**config.mk**
```make
export PLATFORM = sky130hd
export DESIGN_NAME = shift_sequencer_flat
export DESIGN_NICKNAME = d
export VERILOG_FILES = /design/src/rtl/shift_sequencer_pkg.sv /design/src/rtl/shift_sequencer_if.sv /design/src/rtl/shift_sequencer_divider.sv /design/src/rtl/shift_sequencer.sv /design/src/flat_wrapper.sv
export SDC_FILE = /design/constraint.sdc
export NUM_CORES = 1
export LEC_CHECK = 0
export CORE_UTILIZATION = 35
export DETAILED_ROUTE_END_ITERATION = 10
export SKIP_LAST_GASP = 1
export SLEW_MARGIN = 5
export SYNTH_ARGS = -nofsm -noshare
export SYNTH_HDL_FRONTEND = slang
export SYNTH_SLANG_ARGS = --single-unit
```
**constraint.sdc**
```tcl
create_clock -name clk -period 2.2 [get_ports clk]
set_input_delay 0.66 -clock clk [delete_from_list [all_inputs] [get_ports clk]]
set_output_delay 0.66 -clock clk [all_outputs]
set_load 0.05 [all_outputs]
```
**src/rtl/shift_sequencer_pkg.sv**
```systemverilog
// Shared types and helpers for the shift sequencer: FSM states, direction
// encodings and command-length normalisation.
package shift_seq_pkg;

    typedef enum logic [1:0] {
        IDLE  = 2'd0,
        SHIFT = 2'd1,
        DONE  = 2'd2
    } state_t;

    localparam logic DIR_LEFT  = 1'b1;
    localparam logic DIR_RIGHT = 1'b0;

    // A zero or oversized length means "use the full register width".
    function automatic int unsigned norm_len(input int unsigned len, input int unsigned width);
        return ((len == 0) || (len > width)) ? width : len;
    endfunction

endpackage

```
**src/rtl/shift_sequencer_if.sv**
```systemverilog
// Command/response bundle between a parallel requester and the shift sequencer.
interface shift_sequencer_if #(
    parameter int WIDTH = 8
);
    localparam int LEN_W = $clog2(WIDTH) + 1;

    logic             cmd_valid;
    logic             cmd_ready;
    logic [WIDTH-1:0] cmd_data;
    logic [LEN_W-1:0] cmd_len;
    logic             cmd_dir;
    logic             rsp_valid;
    logic             rsp_ready;
    logic [WIDTH-1:0] rsp_data;

    modport master (
        output cmd_valid, cmd_data, cmd_len, cmd_dir, rsp_ready,
        input  cmd_ready, rsp_valid, rsp_data
    );

    modport slave (
        input  cmd_valid, cmd_data, cmd_len, cmd_dir, rsp_ready,
        output cmd_ready, rsp_valid, rsp_data
    );

endinterface

```
**src/rtl/shift_sequencer_divider.sv**
```systemverilog
// Bit-period timer: counts DIV cycles and pulses bit_strobe on the last one.
module bit_rate_divider #(
    parameter int DIV = 2
) (
    input  logic clk,
    input  logic reset_n,
    input  logic clear,
    output logic bit_strobe
);
    localparam int CNT_W = (DIV > 1) ? $clog2(DIV) : 1;

    logic [CNT_W-1:0] cnt_q, cnt_d;

    assign bit_strobe = !clear && (cnt_q == CNT_W'(DIV - 1));

    always_comb begin
        cnt_d = cnt_q;
        if (clear || bit_strobe) begin
            cnt_d = '0;
        end else begin
            cnt_d = cnt_q + CNT_W'(1);
        end
    end

    always_ff @(posedge clk or negedge reset_n) begin
        if (!reset_n) begin
            cnt_q <= '0;
        end else begin
            cnt_q <= cnt_d;
        end
    end

endmodule

```
**src/rtl/shift_sequencer.sv**
```systemverilog
// Command-driven serial shifter: transmits a parallel word bit by bit at a
// programmable rate while capturing serial_in into a receive word.
module shift_sequencer
    import shift_seq_pkg::*;
#(
    parameter int WIDTH = 8,
    parameter int DIV   = 2
) (
    input  logic              clk,
    input  logic              reset_n,
    shift_sequencer_if.slave  bus,
    input  logic              abort,
    input  logic              serial_in,
    output logic              serial_out,
    output logic              bit_strobe,
    output logic              busy
);
    localparam int LEN_W = $clog2(WIDTH) + 1;
    localparam int IDX_W = $clog2(WIDTH);

    state_t           state_q, state_d;
    logic [WIDTH-1:0] tx_q, tx_d;
    logic [WIDTH-1:0] rx_q, rx_d;
    logic [LEN_W-1:0] len_q, len_d;
    logic [LEN_W-1:0] bit_cnt_q, bit_cnt_d;
    logic             dir_q, dir_d;
    logic [LEN_W-1:0] len_n;
    logic [IDX_W-1:0] rx_idx;

    bit_rate_divider #(.DIV(DIV)) u_divider (
        .clk        (clk),
        .reset_n    (reset_n),
        .clear      (state_q != SHIFT),
        .bit_strobe (bit_strobe)
    );

    assign len_n  = LEN_W'(norm_len(32'(bus.cmd_len), WIDTH));
    // Left shifts fill the word from its top, so the first sample lands at len-1.
    assign rx_idx = IDX_W'((dir_q == DIR_LEFT) ? (len_q - LEN_W'(1) - bit_cnt_q) : bit_cnt_q);

    assign bus.cmd_ready = (state_q == IDLE);
    assign bus.rsp_valid = (state_q == DONE);
    assign bus.rsp_data  = (state_q == DONE) ? rx_q : '0;
    assign busy          = (state_q != IDLE);
    assign serial_out    = (state_q == SHIFT) ? ((dir_q == DIR_LEFT) ? tx_q[WIDTH-1] : tx_q[0]) : 1'b0;

    always_comb begin
        state_d   = state_q;
        tx_d      = tx_q;
        rx_d      = rx_q;
        len_d     = len_q;
        dir_d     = dir_q;
        bit_cnt_d = bit_cnt_q;
        unique case (state_q)
            IDLE: begin
                if (bus.cmd_valid) begin
                    len_d     = len_n;
                    dir_d     = bus.cmd_dir;
                    // Left-align the used field so its MSB sits at the output tap.
                    tx_d      = (bus.cmd_dir == DIR_LEFT) ? (bus.cmd_data << (WIDTH - 32'(len_n))) : bus.cmd_data;
                    rx_d      = '0;
                    bit_cnt_d = '0;
                    state_d   = SHIFT;
                end
            end
            SHIFT: begin
                if (bit_strobe) begin
                    rx_d[rx_idx] = serial_in;
                    tx_d         = (dir_q == DIR_LEFT) ? (tx_q << 1) : (tx_q >> 1);
                    bit_cnt_d    = bit_cnt_q + LEN_W'(1);
                    if (bit_cnt_q == len_q - LEN_W'(1)) begin
                        state_d = DONE;
                    end
                end
            end
            DONE: begin
                if (bus.rsp_ready) begin
                    state_d = IDLE;
                end
            end
            default: state_d = IDLE;
        endcase
        if (abort && (state_q != IDLE)) begin
            state_d = IDLE;
        end
    end

    always_ff @(posedge clk or negedge reset_n) begin
        if (!reset_n) begin
            state_q   <= IDLE;
            tx_q      <= '0;
            rx_q      <= '0;
            len_q     <= '0;
            bit_cnt_q <= '0;
            dir_q     <= DIR_RIGHT;
        end else begin
            state_q   <= state_d;
            tx_q      <= tx_d;
            rx_q      <= rx_d;
            len_q     <= len_d;
            bit_cnt_q <= bit_cnt_d;
            dir_q     <= dir_d;
        end
    end

endmodule

```
**src/flat_wrapper.sv**
```systemverilog
// flat-port wrapper written by rule: the top's interface ports become plain ports
module shift_sequencer_flat import shift_seq_pkg::*;
#(
    parameter int WIDTH = 8,
    parameter int DIV   = 2
)
  (clk, reset_n, abort, serial_in, serial_out, bit_strobe, busy, bus_cmd_valid, bus_cmd_data, bus_cmd_len, bus_cmd_dir, bus_rsp_ready, bus_cmd_ready, bus_rsp_valid, bus_rsp_data);
  shift_sequencer_if #(.WIDTH(WIDTH)) bus_i ();
  input  logic clk;
  input  logic reset_n;
  input  logic abort;
  input  logic serial_in;
  output logic serial_out;
  output logic bit_strobe;
  output logic busy;
  input wire logic [$bits(bus_i.cmd_valid)-1:0] bus_cmd_valid;
  input wire logic [$bits(bus_i.cmd_data)-1:0] bus_cmd_data;
  input wire logic [$bits(bus_i.cmd_len)-1:0] bus_cmd_len;
  input wire logic [$bits(bus_i.cmd_dir)-1:0] bus_cmd_dir;
  input wire logic [$bits(bus_i.rsp_ready)-1:0] bus_rsp_ready;
  output wire logic [$bits(bus_i.cmd_ready)-1:0] bus_cmd_ready;
  output wire logic [$bits(bus_i.rsp_valid)-1:0] bus_rsp_valid;
  output wire logic [$bits(bus_i.rsp_data)-1:0] bus_rsp_data;
  assign bus_i.cmd_valid = bus_cmd_valid;
  assign bus_i.cmd_data = bus_cmd_data;
  assign bus_i.cmd_len = bus_cmd_len;
  assign bus_i.cmd_dir = bus_cmd_dir;
  assign bus_i.rsp_ready = bus_rsp_ready;
  assign bus_cmd_ready = bus_i.cmd_ready;
  assign bus_rsp_valid = bus_i.rsp_valid;
  assign bus_rsp_data = bus_i.rsp_data;
  shift_sequencer #(.WIDTH(WIDTH), .DIV(DIV)) u_core (.clk(clk), .reset_n(reset_n), .bus(bus_i), .abort(abort), .serial_in(serial_in), .serial_out(serial_out), .bit_strobe(bit_strobe), .busy(busy));
endmodule
```
==> flow_results.xml, run 1 <==
<?xml version="1.0" encoding="UTF-8"?>
<metrics>
  <group name="synthesis">
    <metric name="yosys.cell_types.count" unit="">47</metric>
    <metric name="synth-seq-area-share" unit="">0.340</metric>
    <metric name="syn-cell-area" unit="mm^2">0.00206</metric>
    <metric name="number_of_synthesized_flops_with_an_enable_pin" unit="">0</metric>
    <metric name="synth.ff_latch_count" unit="">28</metric>
    <metric name="postSynthNetCount" unit="">268</metric>
    <metric name="yosys.cell_count.top_type" unit="">nand2_1</metric>
    <metric name="yosys-top-cells-area" unit="">dfrtp_1, mux2i_1, nand2_1, a21oi_1, o21ai_0</metric>
    <metric name="yosys.area.top_type" unit="">dfrtp_1</metric>
    <metric name="synth-warning-count" unit="">0</metric>
    <metric name="yosys-top-cells-count" unit="">nand2_1, dfrtp_1, mux2i_1, nor2_1, a21oi_1</metric>
    <metric name="synth_cells" unit="">243</metric>
    <metric name="async_reset_ff_frac" unit="">1.00</metric>
    <metric name="postSynthAreaPerCell" unit="um^2">8.48</metric>
    <metric name="ys_dominant_reg_cell" unit="">dfrtp_1</metric>
    <metric name="top_cell_type_s_share_of_synthesized_area" unit="">0.340</metric>
  </group>
  <group name="critical_path">
    <metric name="worstPathCellList" unit="">inv_2 -&gt; ha_4 -&gt; fa_2 -&gt; nand2b_4 -&gt; mux2_4 -&gt; xor2_1 -&gt; a32oi_1 -&gt; nand2_1</metric>
    <metric name="critical-path-top-delay-family" unit="">adder cells</metric>
    <metric name="path_max_fanout" unit="">5</metric>
    <metric name="path_class" unit="">reg -&gt; reg</metric>
    <metric name="cp.arrival" unit="ns">2.44</metric>
    <metric name="regToRegSetupSlack" unit="ns">-0.02</metric>
    <metric name="end_kind" unit="">flip-flop</metric>
    <metric name="worst_path_max_delay_cell" unit="">dfrtp_1</metric>
    <metric name="crit_path_buffers_inverters" unit="">1</metric>
    <metric name="worstPathRequired" unit="ns">2.42</metric>
    <metric name="critPathLaunchType" unit="">flip-flop</metric>
    <metric name="largest_stage_delay_worst_path" unit="ns">0.42</metric>
  </group>
  <group name="outcome">
    <metric name="outcome" unit="">complete, but fails checks</metric>
    <metric name="failed_checks" unit="">setup timing</metric>
  </group>
  <group name="sta">
    <metric name="timing.max_slew.rel_slack" unit="">0.661</metric>
    <metric name="whs" unit="ns">0.494</metric>
    <metric name="timing.clock.skew" unit="ns">0.00260</metric>
    <metric name="slew_viol_final" unit="">0</metric>
    <metric name="rsz0062_at_grt" unit="">true</metric>
    <metric name="final.setup.worst_slack" unit="ns">-0.0163</metric>
    <metric name="report.final.setup_viol" unit="">2</metric>
    <metric name="timing.final.hold_violations" unit="">0</metric>
    <metric name="timing_worst_slew_pin_value" unit="ns">0.508</metric>
    <metric name="tcrit_tclk_final" unit="">1.01</metric>
    <metric name="min_period" unit="ns">2.22</metric>
    <metric name="fmax" unit="GHz">0.451</metric>
  </group>
  <group name="pwr">
    <metric name="total_switching_power" unit="mW">1.29</metric>
    <metric name="power.switching_fraction" unit="">0.439</metric>
    <metric name="p_total" unit="mW">2.94</metric>
    <metric name="vdd.ir_drop.worst" unit="V">0.000442</metric>
    <metric name="leakagePower" unit="nW">1.25</metric>
    <metric name="power_frac_seq" unit="">0.295</metric>
    <metric name="internal_power_of_the_cells" unit="mW">1.65</metric>
    <metric name="power_density" unit="mW/mm^2">1010</metric>
    <metric name="comb_power_share" unit="">0.595</metric>
    <metric name="p_clk_frac" unit="">0.110</metric>
  </group>
  <group name="global_routing">
    <metric name="via_count_of_the_first_global_routing_pass" unit="">2015</metric>
    <metric name="overflow" unit="">0</metric>
    <metric name="grt_util_all_layers" unit="">0.194</metric>
    <metric name="grt_first_pass_wirelength" unit="mm">9.39</metric>
    <metric name="largest_net_degree_at_the_start_of_global_routing" unit="">29</metric>
    <metric name="antenna_found_initial" unit="">0</metric>
  </group>
  <group name="place">
    <metric name="place_inst" unit="">362</metric>
    <metric name="place.detailed.hpwl" unit="mm">4.08</metric>
    <metric name="buffer_ports.inserted" unit="">31</metric>
    <metric name="finalWeightedCongestion" unit="">0.833</metric>
  </group>
  <group name="clock_tree">
    <metric name="cts_num_sinks" unit="">28</metric>
    <metric name="tritoncts" unit="">yes</metric>
    <metric name="post_cts_hold_buffer_count" unit="">0</metric>
    <metric name="cts_made_buffers" unit="">3</metric>
    <metric name="cts_htree_levels" unit="">1</metric>
    <metric name="cts_root_buf" unit="">clkbuf_8</metric>
    <metric name="clkTransAtPathRegs" unit="ns">0.10</metric>
    <metric name="clk_path_buf_depth" unit="">2</metric>
    <metric name="clock_insertion_delay_worst_skew" unit="ns">0.28</metric>
  </group>
  <group name="drt">
    <metric name="dr_total_vias" unit="">1966</metric>
    <metric name="vias_per_cell" unit="">5.34</metric>
    <metric name="drt_pre_antenna_iters" unit="">4</metric>
    <metric name="detail-route-antenna-nets" unit="">0</metric>
    <metric name="count_of_routing_violations_after_the_opening_detailed_route_iteration" unit="">75</metric>
    <metric name="drt_wl_total" unit="mm">5.40</metric>
    <metric name="detail_route.wl_per_cell" unit="um">14.7</metric>
    <metric name="drcViolationCount" unit="">0</metric>
  </group>
  <group name="final_layout">
    <metric name="final.fill_count" unit="">522</metric>
    <metric name="num_antenna_cells" unit="">0</metric>
    <metric name="layoutNonFillerInstCount" unit="">368</metric>
    <metric name="fin_nets" unit="">322</metric>
    <metric name="syn2layout_area_growth" unit="%">41.2</metric>
    <metric name="final_layout_size_suffix_gt1_frac" unit="">0.250</metric>
  </group>
  <group name="run">
    <metric name="max_cap_violation_count" unit="">0</metric>
  </group>
  <group name="floorplan">
    <metric name="dieWidth" unit="um">78.7</metric>
    <metric name="dieArea" unit="mm^2">0.00620</metric>
    <metric name="design.portCount" unit="">32</metric>
    <metric name="design.core.area" unit="mm^2">0.00557</metric>
    <metric name="fp-row-count" unit="">27</metric>
    <metric name="initial_core_util" unit="">0.370</metric>
    <metric name="chipHeight" unit="um">78.7</metric>
  </group>
  <group name="hold_path">
    <metric name="min_path_type" unit="">reg -&gt; reg</metric>
  </group>
</metrics>
==> flip-flops by register name, indices dropped and copies added (netlist names) <==
signal and cells:
u_core.rx_q 8, u_core.tx_q 8, u_core.bit_cnt_q 4, u_core.len_q 4
u_core.state_q 2, u_core.dir_q 1, u_core.u_divider.cnt_q 1
==> layout make-up <==
type                            count  area (um^2)  share of cell area
Multi-Input combinational cell    194         1380               0.473
Sequential cell                    28          702               0.241
Timing Repair Buffer               61          649               0.223
Tap cell                           72         90.1              0.0310
Clock buffer                        4         55.1              0.0189
Inverter                            9         36.3              0.0125
==> final timing paths <==
kind | from | endpoint | depth (start not counted)
max | u_core.len_q[0] | u_core.rx_q[0] | 8
min | u_core.rx_q[7] | u_core.rx_q[7] | 1
max reg2reg | u_core.len_q[0] | u_core.rx_q[0] | 8
min reg2reg | u_core.rx_q[7] | u_core.rx_q[7] | 1
max in group asynchronous | reset_n | u_core.dir_q | 2
min in group asynchronous | reset_n | u_core.bit_cnt_q[2] | 2
==> cell usage in the layout, fill, tap and decap left out, types with 3 or more instances in the layout <==
| cell | n |
|---|---|
| xor2_1 | 3 |
| or2_2 | 3 |
| inv_1 | 6 |
| xnor2_1 | 4 |
| clkdlybuf4s50_1 | 15 |
| nor3_1 | 9 |
| dlygate4sd2_1 | 3 |
| ha_1 | 3 |
| a21oi_1 | 15 |
| nor2b_1 | 7 |
| o211ai_1 | 7 |
| and3b_1 | 3 |
| dfrtp_1 | 27 |
| and2_1 | 8 |
| mux2i_1 | 16 |
| nand3_1 | 10 |
| a32oi_1 | 4 |
| buf_12 | 12 |
| nor2_1 | 16 |
| nand2_1 | 29 |
| o21ai_0 | 14 |
| buf_4 | 31 |
| clkbuf_8 | 4 |
| a31oi_1 | 4 |
| nand2b_1 | 3 |
==> power groups by stage <==
stage,registers [mW],logic [mW],clock network (mW)
floorplan,0.811,1.12,0
global placement,0.864,1.60,0
detailed placement,0.866,1.62,0
CTS,0.859,1.68,0.336
global route,0.899,1.93,0.356
finish,0.868,1.75,0.324
==> logic make-up after synthesis <==
group	count (synthesis)	share of synthesized area
buffers and inverters	22	0.0437
multiplexers	18	0.0959
AO/OA/AOI/OAI	59	0.186
XOR/XNOR	9	0.0455
AND/OR/NAND/NOR	101	0.248
flip-flops	28	0.340
adder cells (fa/ha/maj)	6	0.0401
==> worst reg2reg max path: stages (launching register included) <==
cell	delay [ns]
dfrtp_1	0.42
inv_2	0.09
ha_4	0.21
fa_2	0.36
nand2b_4	0.15
mux2_4	0.31
xor2_1	0.35
a32oi_1	0.17
nand2_1	0.10
==> stage by stage <==
stage / utilization / instance area (um^2) / setup slack, ns / TNS, ns
final: 0.522 / 2910 / -0.0163 / -0.0286
after global routing: 0.522 / 2910 / -0.128 / -0.934
after CTS: 0.515 / 2870 / -0.0179 / -0.0179
after detailed placement: 0.498 / 2780 / -0.530 / -3.34
after global placement: 0.498 / 2780 / -0.475 / -2.97
after floorplan: - / 2100 / -0.0192 / -0.0192
==> repair_timing <==
action,4_1_cts,5_1_grt
endpoints found under the setup margin,15,17
pin swaps,9,0
buffers inserted,1,1
cloned,1,0
gates resized for setup,9,8
==> routing by layer <==
layer  GRT usage  vias to the layer above  share of wire
li1            -                      983              -
met1       0.230                      919           0.44
met2       0.338                       51           0.49
met3      0.0287                       13          0.033
met4      0.0981                        0          0.036
met5           0                        -              0
Note: power is estimated with default switching activity, not from simulation.
==> inputs of run 2 (changes only) <==
--- a/config.mk
+++ b/config.mk
@@ -6,6 +6,8 @@
 export NUM_CORES = 1
 export LEC_CHECK = 0
+export CORE_MARGIN = 2
 export CORE_UTILIZATION = 35
 export DETAILED_ROUTE_END_ITERATION = 10
+export GPL_TIMING_DRIVEN = 0
 export SKIP_LAST_GASP = 1
 export SLEW_MARGIN = 5
==> constraint.sdc (replaced) <==
create_clock -name clk -period 2.2 [get_ports clk]
set_input_delay 0.44 -clock clk [delete_from_list [all_inputs] [get_ports clk]]
set_output_delay 0.44 -clock clk [all_outputs]
set_load 0.05 [all_outputs]
==> run 2 against run 1 <==
Against the previous run:
- power decreased by 2.3%
- wire length increased by 0.83%
- critical path depth increased by 1
- the run still ends with setup timing left
- sequential power decreased by 2%
- worst hold slack got worse by 0.33 ns
- critical endpoint is now u_core.rx_q[3]
- non-clock buffer count decreased by 9
- register-to-register slack about the same
- die area increased by 5.1%
- maximum frequency decreased by 0.45%
==> flow_results.xml, run 2 (same netlist as run 1, synthesis figures left out) <==
<?xml version="1.0" encoding="UTF-8"?>
<metrics>
  <group name="clock_tree">
    <metric name="cts_num_sinks" unit="">28</metric>
    <metric name="tritoncts" unit="">yes</metric>
    <metric name="cts_htree_levels" unit="">1</metric>
    <metric name="clock_insertion_delay_worst_skew" unit="ns">0.28</metric>
    <metric name="cts_root_buf" unit="">clkbuf_8</metric>
    <metric name="clkTransAtPathRegs" unit="ns">0.10</metric>
    <metric name="clk_path_buf_depth" unit="">2</metric>
    <metric name="cts_made_buffers" unit="">3</metric>
  </group>
  <group name="sta">
    <metric name="fmax" unit="GHz">0.449</metric>
    <metric name="slew_viol_final" unit="">0</metric>
    <metric name="timing.max_slew.rel_slack" unit="">0.508</metric>
    <metric name="tcrit_tclk_final" unit="">1.01</metric>
    <metric name="report.final.setup_viol" unit="">4</metric>
    <metric name="timing.clock.skew" unit="ns">0.00267</metric>
    <metric name="rsz0062_at_grt" unit="">true</metric>
    <metric name="timing.final.hold_violations" unit="">0</metric>
    <metric name="final.setup.worst_slack" unit="ns">-0.0262</metric>
    <metric name="timing_worst_slew_pin_value" unit="ns">0.732</metric>
    <metric name="min_period" unit="ns">2.23</metric>
  </group>
  <group name="floorplan">
    <metric name="design.core.area" unit="mm^2">0.00561</metric>
    <metric name="initial_core_util" unit="">0.367</metric>
    <metric name="design.portCount" unit="">32</metric>
    <metric name="chipHeight" unit="um">80.7</metric>
    <metric name="dieArea" unit="mm^2">0.00652</metric>
    <metric name="dieWidth" unit="um">80.7</metric>
    <metric name="fp-row-count" unit="">27</metric>
  </group>
  <group name="pwr">
    <metric name="comb_power_share" unit="">0.590</metric>
    <metric name="internal_power_of_the_cells" unit="mW">1.58</metric>
    <metric name="power_density" unit="mW/mm^2">1060</metric>
    <metric name="p_clk_frac" unit="">0.115</metric>
    <metric name="power.switching_fraction" unit="">0.450</metric>
    <metric name="p_total" unit="mW">2.87</metric>
    <metric name="total_switching_power" unit="mW">1.29</metric>
    <metric name="power_frac_seq" unit="">0.296</metric>
    <metric name="leakagePower" unit="nW">1.13</metric>
    <metric name="vdd.ir_drop.worst" unit="V">0.000446</metric>
  </group>
  <group name="global_routing">
    <metric name="overflow" unit="">0</metric>
    <metric name="grt_busiest_layer" unit="">met2</metric>
    <metric name="largest_net_degree_at_the_start_of_global_routing" unit="">29</metric>
    <metric name="grt.met2_usage" unit="">0.318</metric>
    <metric name="via_count_of_the_first_global_routing_pass" unit="">1837</metric>
    <metric name="gr_util_met1" unit="">0.228</metric>
    <metric name="antenna_found_initial" unit="">0</metric>
    <metric name="grt_first_pass_wirelength" unit="mm">8.98</metric>
    <metric name="grt_util_all_layers" unit="">0.177</metric>
    <metric name="grt_use_met3" unit="">0.0189</metric>
  </group>
  <group name="drt">
    <metric name="vias_per_cell" unit="">5.33</metric>
    <metric name="drt_pre_antenna_iters" unit="">4</metric>
    <metric name="drcViolationCount" unit="">0</metric>
    <metric name="detail_route.wl_per_cell" unit="um">15.2</metric>
    <metric name="detail-route-antenna-nets" unit="">0</metric>
    <metric name="dr_total_vias" unit="">1912</metric>
    <metric name="count_of_routing_violations_after_the_opening_detailed_route_iteration" unit="">117</metric>
    <metric name="drt_wl_total" unit="mm">5.44</metric>
  </group>
  <group name="critical_path">
    <metric name="worstPathRequired" unit="ns">2.37</metric>
    <metric name="regToRegSetupSlack" unit="ns">-0.03</metric>
    <metric name="r2r.worst_path.cells" unit="">9</metric>
    <metric name="path_max_fanout" unit="">7</metric>
    <metric name="r2r-start" unit="">u_core.len_q[0]</metric>
    <metric name="end_kind" unit="">flip-flop</metric>
    <metric name="critical_path.reg2reg.endpoint" unit="">u_core.rx_q[3]</metric>
    <metric name="critPathLaunchType" unit="">flip-flop</metric>
    <metric name="cp.arrival" unit="ns">2.40</metric>
    <metric name="path_class" unit="">reg -&gt; reg</metric>
  </group>
  <group name="place">
    <metric name="finalWeightedCongestion" unit="">0.829</metric>
    <metric name="buffer_ports.inserted" unit="">30</metric>
    <metric name="place.detailed.hpwl" unit="mm">3.87</metric>
    <metric name="pre_cts_slack" unit="ns">-0.808</metric>
    <metric name="placed_cell_area" unit="mm^2">0.00247</metric>
  </group>
  <group name="final_layout">
    <metric name="final.fill_count" unit="">579</metric>
    <metric name="num_antenna_cells" unit="">0</metric>
    <metric name="syn2layout_area_growth" unit="%">31.2</metric>
    <metric name="most-common-layout-cells" unit="">nand2_1, dfrtp_1, mux2i_1, nor2_1, a21oi_1</metric>
    <metric name="final_design_area_no_fill" unit="mm^2">0.00270</metric>
    <metric name="layout.area.seq" unit="um^2">702</metric>
    <metric name="layout.cells.most_common" unit="">nand2_1</metric>
    <metric name="postLayoutCoreUtil" unit="">0.482</metric>
    <metric name="fin_nets" unit="">313</metric>
    <metric name="biggestRegsByFlops" unit="">u_core.rx_q: 8 flops, u_core.tx_q: 8 flops</metric>
    <metric name="final_layout_size_suffix_gt1_frac" unit="">0.206</metric>
    <metric name="multi_input_comb_area" unit="mm^2">0.00140</metric>
  </group>
  <group name="run">
    <metric name="max_cap_violation_count" unit="">0</metric>
  </group>
  <group name="outcome">
    <metric name="failed_checks" unit="">setup timing</metric>
    <metric name="outcome" unit="">complete, but fails checks</metric>
  </group>
  <group name="hold_path">
    <metric name="min_path_type" unit="">in -&gt; async</metric>
  </group>
</metrics>
==> run 2: per-layer routing <==
layer	vias to the layer above	wire, um	share of wire
met5	-	0	0
met4	0	58	0.011
met3	5	184	0.034
met2	37	2700	0.50
met1	910	2500	0.46
li1	960	-	-
==> run 2: how the worst max path moves through the flow <==
| stage | start | to | slack (ns) | cells past startpoint |
|---|---|---|---|---|
| final | u_core.len_q[0] | u_core.rx_q[3] | -0.03 | 9 |
| after detailed placement | bus_cmd_len[0] | u_core.tx_q[1] | -0.81 | 10 |
| after floorplan | u_core.len_q[0] | u_core.rx_q[4] | 0.03 | 8 |
| after CTS | u_core.state_q[1] | serial_out | -0.14 | 4 |
| after global placement | bus_cmd_len[0] | u_core.tx_q[1] | -0.80 | 10 |
| after global routing | u_core.len_q[0] | u_core.rx_q[4] | -0.14 | 8 |
==> run 2: power groups by stage <==
stage | clock (mW) | combinational (mW) | sequential, mW
floorplan | 0 | 1.11 | 0.811
global placement | 0 | 1.42 | 0.857
detailed placement | 0 | 1.44 | 0.858
CTS | 0.336 | 1.58 | 0.850
global route | 0.356 | 1.87 | 0.879
finish | 0.330 | 1.69 | 0.850
==> run 2: metrics by stage <==
| stage | cells | hold WS (ns) | setup TNS (ns) |
|---|---|---|---|
| after global routing | 359 | 0.217 | -0.970 |
| final | 359 | 0.164 | -0.0579 |
| after detailed placement | 345 | 0.474 | -6.52 |
| after global placement | 345 | 0.470 | -6.17 |
| after floorplan | 243 | 0.144 | 0 |
| after CTS | 355 | 0.498 | -0.701 |
==> run 2: timing repair <==
action / in CTS / in global routing
gates resized for setup: 44 / 21
pin swaps: 5 / 15
setup endpoints to repair: 29 / 27
hold buffers: 0 / 0
setup buffers: 5 / 4
hold endpoints to repair: 0 / 0
gates cloned: 1 / 0
==> run 2: area by class of cell <==
cell class | count | area share
Multi-Input combinational cell | 194 | 0.517
Buffer | 13 | 0.0222
Tap cell | 72 | 0.0333
Sequential cell | 28 | 0.260
Clock buffer | 4 | 0.0204
Inverter | 9 | 0.0139
Timing Repair Buffer | 39 | 0.133
==> run 2: critical path: stages (launching register included) <==
cell and delay [ns]:
dfrtp_1 0.42, inv_2 0.09, ha_4 0.20, fa_2 0.36, nand2b_4 0.15, mux2_4 0.30
buf_4 0.16, xnor2_4 0.15, o211ai_1 0.19, nand3_1 0.10
==> inputs of run 3 (changes only) <==
SYNTH_HIERARCHICAL = 1   (was not set)
==> run 3 against run 2 <==
Against the previous run:
- the flow now finishes without violations
- largest cell class unchanged
- power down 37%
- highest routed layer unchanged
- sequential cell count unchanged
- worst hold slack better by 0.0063 ns
- first-iteration DRC count down 23%
- global-route usage down 1.0 points
- area after synthesis down 6.2%
- critical path depth up 1
- cell count down 6.4%
- setup slack better by 0.040 ns
- count of clock-buffer cells in the layout unchanged
==> flow_results.xml, run 3 <==
<?xml version="1.0" encoding="UTF-8"?>
<metrics>
  <group name="outcome">
    <metric name="outcome" unit="">finished, final reports clean</metric>
  </group>
  <group name="synthesis">
    <metric name="postSynthAreaPerCell" unit="um^2">8.79</metric>
    <metric name="async_reset_ff_frac" unit="">1.00</metric>
    <metric name="yosys.cell_count.top_type" unit="">nand2_1</metric>
    <metric name="ys_dominant_reg_cell" unit="">dfrtp_1</metric>
    <metric name="synth.ff_latch_count" unit="">28</metric>
    <metric name="synth-warning-count" unit="">6</metric>
    <metric name="postSynthNetCount" unit="">245</metric>
    <metric name="yosys-top-cells-area" unit="">dfrtp_1, mux2i_1, nand2_1, and2_1, ha_1</metric>
    <metric name="yosys.cell_types.count" unit="">45</metric>
    <metric name="number_of_synthesized_flops_with_an_enable_pin" unit="">0</metric>
    <metric name="top_cell_type_s_share_of_synthesized_area" unit="">0.362</metric>
    <metric name="synth-seq-area-share" unit="">0.362</metric>
    <metric name="yosys.area.top_type" unit="">dfrtp_1</metric>
    <metric name="syn-cell-area" unit="mm^2">0.00193</metric>
    <metric name="synth_cells" unit="">220</metric>
    <metric name="yosys-top-cells-count" unit="">nand2_1, dfrtp_1, mux2i_1</metric>
  </group>
  <group name="clock_tree">
    <metric name="clkTransAtPathRegs" unit="ns">0.10</metric>
    <metric name="clock_insertion_delay_worst_skew" unit="ns">0.28</metric>
    <metric name="cts_num_sinks" unit="">28</metric>
    <metric name="cts_made_buffers" unit="">3</metric>
    <metric name="cts_root_buf" unit="">clkbuf_8</metric>
    <metric name="clk_path_buf_depth" unit="">2</metric>
    <metric name="cts_htree_levels" unit="">1</metric>
    <metric name="tritoncts" unit="">yes</metric>
  </group>
  <group name="drt">
    <metric name="drt_wl_total" unit="mm">4.78</metric>
    <metric name="detail-route-antenna-nets" unit="">0</metric>
    <metric name="vias_per_cell" unit="">5.13</metric>
    <metric name="drt_pre_antenna_iters" unit="">4</metric>
    <metric name="drcViolationCount" unit="">0</metric>
    <metric name="count_of_routing_violations_after_the_opening_detailed_route_iteration" unit="">90</metric>
    <metric name="detail_route.wl_per_cell" unit="um">14.2</metric>
    <metric name="dr_total_vias" unit="">1725</metric>
  </group>
  <group name="sta">
    <metric name="timing_worst_slew_pin_value" unit="ns">0.627</metric>
    <metric name="timing.clock.skew" unit="ns">0.00401</metric>
    <metric name="rsz0062_at_grt" unit="">true</metric>
    <metric name="timing.max_slew.rel_slack" unit="">0.582</metric>
    <metric name="min_period" unit="ns">2.19</metric>
    <metric name="tcrit_tclk_final" unit="">0.994</metric>
    <metric name="whs" unit="ns">0.170</metric>
    <metric name="fmax" unit="GHz">0.457</metric>
    <metric name="setup_total_negative_slack" unit="ns">0</metric>
    <metric name="slew_viol_final" unit="">0</metric>
    <metric name="report.final.setup_viol" unit="">0</metric>
    <metric name="timing.final.hold_violations" unit="">0</metric>
  </group>
  <group name="run">
    <metric name="max_cap_violation_count" unit="">0</metric>
  </group>
  <group name="global_routing">
    <metric name="via_count_of_the_first_global_routing_pass" unit="">1656</metric>
    <metric name="grt_first_pass_wirelength" unit="mm">8.23</metric>
    <metric name="largest_net_degree_at_the_start_of_global_routing" unit="">29</metric>
    <metric name="antenna_found_initial" unit="">0</metric>
    <metric name="overflow" unit="">0</metric>
    <metric name="grt_util_all_layers" unit="">0.167</metric>
  </group>
  <group name="place">
    <metric name="place.detailed.hpwl" unit="mm">3.55</metric>
    <metric name="buffer_ports.inserted" unit="">31</metric>
    <metric name="place_inst" unit="">323</metric>
    <metric name="finalWeightedCongestion" unit="">0.900</metric>
    <metric name="placed_cell_area" unit="mm^2">0.00235</metric>
  </group>
  <group name="floorplan">
    <metric name="design.portCount" unit="">32</metric>
    <metric name="fp-row-count" unit="">27</metric>
    <metric name="design.core.area" unit="mm^2">0.00541</metric>
    <metric name="dieWidth" unit="um">78.3</metric>
    <metric name="dieArea" unit="mm^2">0.00613</metric>
    <metric name="chipHeight" unit="um">78.3</metric>
    <metric name="initial_core_util" unit="">0.358</metric>
  </group>
  <group name="final_layout">
    <metric name="num_antenna_cells" unit="">0</metric>
    <metric name="biggestRegsByFlops" unit="">u_core/rx_q: 8 flops, u_core/tx_q: 8 flops</metric>
    <metric name="fin_nets" unit="">290</metric>
    <metric name="postLayoutCoreUtil" unit="">0.481</metric>
    <metric name="layout.area.seq" unit="um^2">702</metric>
    <metric name="most-common-layout-cells" unit="">nand2_1, dfrtp_1, mux2i_1</metric>
    <metric name="final.fill_count" unit="">539</metric>
    <metric name="multi_input_comb_area" unit="mm^2">0.00127</metric>
    <metric name="layoutNonFillerInstCount" unit="">336</metric>
    <metric name="final_layout_size_suffix_gt1_frac" unit="">0.231</metric>
    <metric name="syn2layout_area_growth" unit="%">34.6</metric>
    <metric name="final_design_area_no_fill" unit="mm^2">0.00260</metric>
  </group>
  <group name="critical_path">
    <metric name="end_kind" unit="">flip-flop</metric>
    <metric name="cp.arrival" unit="ns">2.35</metric>
    <metric name="critPathLaunchType" unit="">input pin</metric>
    <metric name="r2r-start" unit="">u_core/len_q[0]</metric>
    <metric name="regToRegSetupSlack" unit="ns">0.03</metric>
    <metric name="path_class" unit="">in -&gt; reg</metric>
    <metric name="worstPathRequired" unit="ns">2.36</metric>
    <metric name="path_max_fanout" unit="">5</metric>
    <metric name="r2r.worst_path.cells" unit="">8</metric>
    <metric name="critical_path.reg2reg.endpoint" unit="">u_core/rx_q[3]</metric>
  </group>
  <group name="hold_path">
    <metric name="min_path_type" unit="">in -&gt; async</metric>
  </group>
  <group name="pwr">
    <metric name="leakagePower" unit="nW">1.15</metric>
    <metric name="vdd.ir_drop.worst" unit="V">0.000338</metric>
    <metric name="power_density" unit="mW/mm^2">698</metric>
  </group>
</metrics>
run 3: cell types whose count changed after synthesis, sizes merged, moves of 3 or more:
cell    before  now
or3          1    4
a222oi       0    3
o211ai       7    2
a32oi        4    1
nand3       10    5
nand2b       5    2
xnor2        6    3
nand2       29   34
nor3        10    4
mux2         1    4
o21ai       15   11
run 3: worst max-delay path, cell delays in order:
cell	delay, ns
clkdlybuf4s50_1	0.48
nor2b_4	0.15
buf_6	0.10
inv_2	0.06
ha_4	0.20
nor3_1	0.16
nor3_1	0.09
a22o_1	0.19
a2111oi_1	0.39
nor3_1	0.08
run 3: routing by layer:
layer  up-vias  global-route usage  wire [um]
met5         -                   0          0
met4         0              0.0421         40
met3         4              0.0218        188
met2        45               0.274       2350
met1       804               0.233       2200
li1        872                   -          -
run 3: power breakdown:
| group | switching [mW] | leakage (nW) | total (mW) | internal (mW) |
|---|---|---|---|---|
| Clock | 0.166 | 0.0288 | 0.326 | 0.160 |
| Combinational | 0.404 | 0.756 | 0.779 | 0.374 |
| Sequential | 0.102 | 0.368 | 0.711 | 0.609 |
| Total | 0.672 | 1.15 | 1.82 | 1.14 |
run 3: final cells by class:
type | count | area share
Timing Repair Buffer | 41 | 0.153
Tap cell | 72 | 0.0346
Sequential cell | 28 | 0.270
Inverter | 11 | 0.0159
Clock buffer | 4 | 0.0212
Multi-Input combinational cell | 172 | 0.488
Buffer | 8 | 0.0173
run 3: through the flow:
step	setup slack, ns	total power, mW
global route	-0.0811	1.96
detailed placement	-0.773	1.40
global placement	-0.789	1.39
finish	0.0138	1.82
floorplan	-0.00177	1.20
CTS	-0.0291	1.80
run 3: worst max path at each step:
| stage | startpoint | slack, ns | end |
|---|---|---|---|
| global placement | bus_cmd_len[0] | -0.79 | u_core/tx_q[5] |
| global route | bus_cmd_len[0] | -0.08 | u_core/tx_q[5] |
| floorplan | u_core/state_q[0] | -0.002 | u_core/tx_q[4] |
| finish | bus_cmd_len[0] | 0.01 | u_core/tx_q[5] |
| CTS | u_core/len_q[0] | -0.03 | u_core/rx_q[1] |
| detailed placement | bus_cmd_len[0] | -0.77 | u_core/tx_q[5] |
run 3: timing repair:
action / 4_1_cts / 5_1_grt
setup endpoints to repair: 28 / 23
pin swaps: 6 / 4
gates resized for setup: 54 / 11
gates cloned: 0 / 0
buffers inserted: 7 / 3
hold buffers: 0 / 0
run 3: cell families (layout without fill, tap and decap cells):
logic type / Yosys count / in the layout / synth area share
simple gates: 88 / 88 / 0.225
compound gates: 49 / 49 / 0.175
flops: 28 / 28 / 0.362
mux: 22 / 22 / 0.117
buf+inv: 20 / 64 / 0.0401
xor+xnor: 7 / 7 / 0.0388
fa+ha+maj: 6 / 6 / 0.0427
